<file path="config.mk">
export PLATFORM = sky130hd
export DESIGN_NAME = au_prefix_and_pipe_flat
export DESIGN_NICKNAME = d
export VERILOG_FILES = /design/src/rtl/au_pkg.sv /design/src/rtl/au_prefix_and_pipe_if.sv /design/src/rtl/au_prefix_and_net.sv /design/src/rtl/au_prefix_and_pipe.sv /design/src/flat_wrapper.sv
export SDC_FILE = /design/constraint.sdc
export NUM_CORES = 1
export LEC_CHECK = 0
export CELL_PAD_IN_SITES_DETAIL_PLACEMENT = 1
export CELL_PAD_IN_SITES_GLOBAL_PLACEMENT = 2
export CORE_AREA = 4 4 41 43
export DETAILED_ROUTE_END_ITERATION = 10
export DIE_AREA = 0 0 45 47
export DONT_BUFFER_PORTS = 1
export PLACE_DENSITY = 0.63
export SETUP_SLACK_MARGIN = 0.5
export SLEW_MARGIN = 25
export SYNTH_ARGS = -nofsm -noshare
export SYNTH_HDL_FRONTEND = slang
export SYNTH_HIERARCHICAL = 1
export SYNTH_SLANG_ARGS = --single-unit
</file>
<file path="constraint.sdc">
create_clock -name clk -period 0.8 [get_ports clk]
set_input_delay 0.08 -clock clk [delete_from_list [all_inputs] [get_ports clk]]
set_output_delay 0.08 -clock clk [all_outputs]
set_load 0.1 [all_outputs]
</file>
<file path="src/rtl/au_pkg.sv">
// rtl/au_pkg.sv - shared topology selectors and level-count helper for prefix-AND networks
// Purpose: constants and helpers shared by the prefix-AND net and its wrappers.
// Ports: none (package).
package au_pkg;

  localparam int ARCH_SKLANSKY    = 0;
  localparam int ARCH_KOGGE_STONE = 1;
  localparam int ARCH_BRENT_KUNG  = 2;
  localparam int ARCH_SERIAL      = 3;

  // Number of log-depth levels needed to span a word of the given width.
  function automatic int au_levels(input int width);
    return (width <= 1) ? 0 : $clog2(width);
  endfunction

endpackage

</file>
<file path="src/rtl/au_prefix_and_pipe_if.sv">
// rtl/au_prefix_and_pipe_if.sv - data bundle between a prefix-AND pipe and its user
// Purpose: groups the propagate input word and the registered prefix result.
// Ports: pi (propagate word into the pipe), po (registered prefix-AND result).
//   master: drives pi, reads po.  slave: reads pi, drives po.
interface au_prefix_and_pipe_if #(
  parameter int WIDTH = 8
);

  logic [WIDTH-1:0] pi;
  logic [WIDTH-1:0] po;

  modport master (output pi, input po);
  modport slave  (input pi, output po);

endinterface

</file>
<file path="src/rtl/au_prefix_and_net.sv">
// rtl/au_prefix_and_net.sv - combinational prefix-AND network, topology chosen by ARCH
// Purpose: po[i] = &pi[i:0], built from 2-input ANDs in the selected topology.
// Ports: pi (WIDTH, input word), po (WIDTH, prefix-AND of pi).
// Non power-of-two widths simply omit the columns at and above WIDTH; prefix
// terms only flow upward, so the omitted columns never feed a kept one.
module au_prefix_and_net
  import au_pkg::*;
#(
  parameter int WIDTH = 8,
  parameter int ARCH  = 0
) (
  input  logic [WIDTH-1:0] pi,
  output logic [WIDTH-1:0] po
);

  localparam int L   = au_levels(WIDTH);
  localparam int SEL = (ARCH == ARCH_KOGGE_STONE || ARCH == ARCH_BRENT_KUNG ||
                        ARCH == ARCH_SERIAL) ? ARCH : ARCH_SKLANSKY;

  // Scalar unpacked arrays keep each node a separate net, so the chains are
  // not seen as a vector feeding back into itself.
  if (WIDTH == 1) begin : g_single
    assign po = pi;
  end else if (SEL == ARCH_SERIAL) begin : g_serial
    logic chain [WIDTH];
    assign chain[0] = pi[0];
    assign po[0]    = chain[0];
    for (genvar i = 1; i < WIDTH; i++) begin : g_bit
      assign chain[i] = chain[i-1] & pi[i];
      assign po[i]    = chain[i];
    end
  end else if (SEL == ARCH_KOGGE_STONE) begin : g_ks
    logic lvl [0:L][WIDTH];
    for (genvar i = 0; i < WIDTH; i++) begin : g_in
      assign lvl[0][i] = pi[i];
      assign po[i]     = lvl[L][i];
    end
    for (genvar l = 0; l < L; l++) begin : g_lvl
      for (genvar i = 0; i < WIDTH; i++) begin : g_bit
        if (i >= (1 << l)) begin : g_and
          assign lvl[l+1][i] = lvl[l][i] & lvl[l][i-(1<<l)];
        end else begin : g_pass
          assign lvl[l+1][i] = lvl[l][i];
        end
      end
    end
  end else if (SEL == ARCH_BRENT_KUNG) begin : g_bk
    logic up [0:L][WIDTH];
    logic dn [0:L-1][WIDTH];
    for (genvar i = 0; i < WIDTH; i++) begin : g_in
      assign up[0][i] = pi[i];
      assign dn[0][i] = up[L][i];
      assign po[i]    = dn[L-1][i];
    end
    // Up-sweep: the last column of each 2^(l+1) block absorbs its lower half.
    for (genvar l = 0; l < L; l++) begin : g_up
      for (genvar i = 0; i < WIDTH; i++) begin : g_bit
        if (((i + 1) % (1 << (l + 1))) == 0) begin : g_and
          assign up[l+1][i] = up[l][i] & up[l][i-(1<<l)];
        end else begin : g_pass
          assign up[l+1][i] = up[l][i];
        end
      end
    end
    // Down-sweep: mid-block columns pick up the full prefix just below them.
    for (genvar d = 0; d < L - 1; d++) begin : g_dn
      localparam int LV = L - 2 - d;
      for (genvar i = 0; i < WIDTH; i++) begin : g_bit
        if ((((i + 1) % (1 << (LV + 1))) == (1 << LV)) && (i >= (1 << (LV + 1)))) begin : g_and
          assign dn[d+1][i] = dn[d][i] & dn[d][i-(1<<LV)];
        end else begin : g_pass
          assign dn[d+1][i] = dn[d][i];
        end
      end
    end
  end else begin : g_sk
    logic lvl [0:L][WIDTH];
    for (genvar i = 0; i < WIDTH; i++) begin : g_in
      assign lvl[0][i] = pi[i];
      assign po[i]     = lvl[L][i];
    end
    // Upper half of each 2^(l+1) block takes the top column of the lower half.
    for (genvar l = 0; l < L; l++) begin : g_lvl
      for (genvar i = 0; i < WIDTH; i++) begin : g_bit
        if (((i >> l) & 1) == 1) begin : g_and
          assign lvl[l+1][i] = lvl[l][i] & lvl[l][((i >> (l + 1)) << (l + 1)) + (1 << l) - 1];
        end else begin : g_pass
          assign lvl[l+1][i] = lvl[l][i];
        end
      end
    end
  end

endmodule

</file>
<file path="src/rtl/au_prefix_and_pipe.sv">
// rtl/au_prefix_and_pipe.sv - prefix-AND network with a single registered output stage
// Purpose: po = registered prefix-AND of pi, one cycle latency, one word per cycle.
// Ports: clk (rising-edge clock), rst (synchronous active-high reset, clears po),
//   bus.pi (WIDTH, propagate word, sampled every edge), bus.po (WIDTH, result).
module au_prefix_and_pipe
  import au_pkg::*;
#(
  parameter int WIDTH = 8,
  parameter int ARCH  = ARCH_SKLANSKY
) (
  input  logic                  clk,
  input  logic                  rst,
  au_prefix_and_pipe_if.slave   bus
);

  logic [WIDTH-1:0] net_po;

  au_prefix_and_net #(
    .WIDTH (WIDTH),
    .ARCH  (ARCH)
  ) u_net (
    .pi (bus.pi),
    .po (net_po)
  );

  always_ff @(posedge clk) begin
    if (rst) begin
      bus.po <= '0;
    end else begin
      bus.po <= net_po;
    end
  end

endmodule

</file>
<file path="src/flat_wrapper.sv">
// flat-port wrapper written by rule: the top's interface ports become plain ports
module au_prefix_and_pipe_flat import au_pkg::*;
#(
  parameter int WIDTH = 8,
  parameter int ARCH  = ARCH_SKLANSKY
)
  (clk, rst, bus_pi, bus_po);
  au_prefix_and_pipe_if #(.WIDTH(WIDTH)) bus_i ();
  input  logic clk;
  input  logic rst;
  input wire logic [$bits(bus_i.pi)-1:0] bus_pi;
  output wire logic [$bits(bus_i.po)-1:0] bus_po;
  assign bus_i.pi = bus_pi;
  assign bus_po = bus_i.po;
  au_prefix_and_pipe #(.WIDTH(WIDTH), .ARCH(ARCH)) u_core (.clk(clk), .rst(rst), .bus(bus_i));
endmodule
</file>
### After elaboration in Yosys (flattened, before gate mapping)

Cells that the tools add are included.

* flip-flop bits (word level): 8
* output and inout port bits: 8

* bitwise operators: 12

Operator list (count)
* 1-bit AND: 12

### Depth between registers and ports, before layout

* word-level depth: 3
* gate-level depth with buffers: 3
* depth with buffers taken out: 3

### Modules after synthesis

The synthesis kept the hierarchy.

By module, submodules not included
* au_prefix_and_pipe: sequential area each 160.2 um^2, times used 1, area each 210.2 um^2, cells an instance 16
* au_prefix_and_net: sequential area each 0.0 um^2, times used 1, area each 70.1 um^2, cells an instance 12

### Worst setup path after synthesis

Ideal clock, no wire load.

* path type: register to output
* from: register u_core.bus.po[0]
* to: output port bus_po[0]
* data arrival time: 909 ps
* cell stages (with the launch flop): 1
* slack: -189 ps
* buffers on the path: 0
* cells stage by stage: dfxtp_1

RTL lines
* from (decl): RTL line au_prefix_and_pipe_if.sv:13 `modport slave (input pi, output po);`
* from (signal assigned): RTL line au_prefix_and_pipe.sv:30 `bus.po <= net_po;`
* to (decl): RTL line flat_wrapper.sv:12 `output wire logic [$bits(bus_i.po)-1:0] bus_po;`

No word-level cell between the ends.

### Worst setup path after layout

* from: register u_core.bus.po[5]
* to: output port bus_po[5]

No word-level cell between the ends.

==> results.json <==
{
  "status": "complete, but fails checks",
  "violations": "hold timing, setup timing",
  "synth_cell_type_count": 12,
  "final_common_cell": "dfxtp_4",
  "dieHeight_um": 47,
  "grt_antenna_before_repair": 0,
  "min_period_ps": 851,
  "drive_gt1_share_pct": 61.3,
  "grt_pass1_vias": 201,
  "fin_ws_ps": -50.9,
  "fin_nets": 43,
  "largest_reg_flops": 8,
  "relSlewSlack_pct": 80.8,
  "remaining_drc_errors": 0,
  "die_x_um": 45,
  "synth_area_per_cell_um2": 10.0,
  "crit_type": "reg2out",
  "cts_tree": "done",
  "vias": 187,
  "seq_area_frac_synth_pct": 57.1,
  "combPwrFrac_pct": 3.6,
  "routed_wl_um": 555,
  "vias_per_cell": 4.07,
  "ys_ff_latch": 8,
  "hold_viol": 8,
  "core_region_area_um2": 1300,
  "fmax_ghz": 1.18,
  "top_regs": "u_core/bus.po: 8 flops",
  "intPower_uw": 575,
  "cts_num_sinks": 8,
  "finalCritPeriodShare_pct": 106,
  "root_buffer": "clkbuf_4",
  "rsz0062_at_grt": "yes",
  "synthCells": 28,
  "gp_congestion": 0.641,
  "ios": 18,
  "critPathRequiredTime_ps": 720,
  "power.share.clock_pct": 37.4,
  "antennaDiodeCount": 0,
  "portBuffers": 0,
  "p_sw_share_pct": 24.2,
  "yosys_warnings": 6,
  "htree_levels": 1,
  "clk_pin_slew_worst_paths_ps": 50,
  "seqCellArea_um2": 190,
  "setup_viol": 8,
  "area_delta_synth_final_pct": 36.2,
  "fillers": 158,
  "min_path_type": "in2reg",
  "dp_slack_ps": 192,
  "worstSetupEndpointType": "output pin",
  "grt_max_degree": 9,
  "hold_slack_ps": -110,
  "synthesis.nets": 38,
  "cp-start-kind": "flip-flop",
  "cp_max_fo": 1,
  "multi_input_area_um2": 131,
  "slew_violations": 0,
  "tritoncts.num_buffers": 3,
  "start_util_pct": 21.5,
  "postRouteAntennaNets": 0,
  "final_util_pct": 29.3,
  "final_area_um2": 382,
  "largest_register": "u_core/bus.po",
  "gr-total-overflow": 0,
  "mostFrequentLayoutCells": "dfxtp_4, nor2b_1, clkbuf_4",
  "p_leak_nw": 0.144,
  "p_seq_share_pct": 59.0,
  "post_dp_cell_area_um2": 335,
  "grt.total_usage_pct": 6.25,
  "grt_pass1_wl_um": 848,
  "pwr_density_cell_nw_per_um2": 1990,
  "ir_worst_vdd_v": 0.000396,
  "drtIter0Drc": 0,
  "die_area_um2": 2120,
  "tightest_slew_ps": 290,
  "fp-row-count": 13,
  "dr.pass1.iters": 1,
  "drt-wirelength-per-cell_um": 12.1,
  "crit_arrival_ps": 770,
  "cts_max_path_buffers": 2,
  "syn_area_um2": 280,
  "p_switching_uw": 184,
  "maxCapViolCount": 0
}
path summary, 6_finish.rpt:
path / slack (ps) / from / depth (start not counted) / to
max: -50 / u_core/bus.po[5] / 0 / bus_po[5]
min: -110 / rst / 1 / u_core/bus.po[7]
stage by stage:
stage	power, mW	TNS [ps]	std cells
2_1_floorplan	0.479	0	28
3_3_place_gp	0.478	0	42
3_5_place_dp	0.479	0	42
4_1_cts	0.776	-485	46
5_1_grt	0.804	-590	46
6_report	0.759	-370	46
kinds of logic (layout without fill, tap and decap cells):
| group | Yosys count | count (layout) | synth area share (%) |
|---|---|---|---|
| buffers and inverters | 3 | 6 | 5.36 |
| flip-flops | 8 | 8 | 57.1 |
| AND/OR/NAND/NOR | 17 | 17 | 37.5 |
area by class of cell:
type,count,area share [%]
flip-flops and latches,8,49.8
inverters,2,1.97
repair buffers,1,2.95
well taps,15,4.92
clock buffers,3,5.90
multi-input cells,17,34.4
cells in the mapped netlist, drive strengths merged:
| master | number | area share (%) |
|---|---|---|
| nand2 | 1 | 1.3 |
| inv | 2 | 2.7 |
| nor2b | 8 | 18 |
| nor3 | 1 | 1.8 |
| nor2 | 2 | 2.7 |
| buf | 1 | 2.7 |
| nand4 | 1 | 4.5 |
| dfxtp | 8 | 57 |
| and2 | 1 | 2.7 |
| nand3 | 1 | 1.8 |
| and3 | 2 | 4.9 |
metal layers:
metal / track usage, % / up-vias / routed length (µm)
li1: - / 95 / -
met1: 5.72 / 77 / 227
met2: 7.63 / 15 / 233
met3: 3.45 / 0 / 94
met4: 10.5 / 0 / 0
met5: 0 / - / 0
power groups by stage:
stage	registers, mW	logic [mW]	clock network [mW]
5_1_grt	0.448	0.0299	0.325
3_5_place_dp	0.456	0.0223	0
4_1_cts	0.448	0.0260	0.302
3_3_place_gp	0.456	0.0221	0
6_report	0.448	0.0270	0.284
2_1_floorplan	0.455	0.0248	0
timing repair:
action	4_1_cts	5_1_grt
endpoints found under the hold margin	8	8
pin swaps	2	0
buffers inserted	1	0
resized for setup	2	3
endpoints found under the setup margin	10	11
Power figures use the tool's default switching activity.
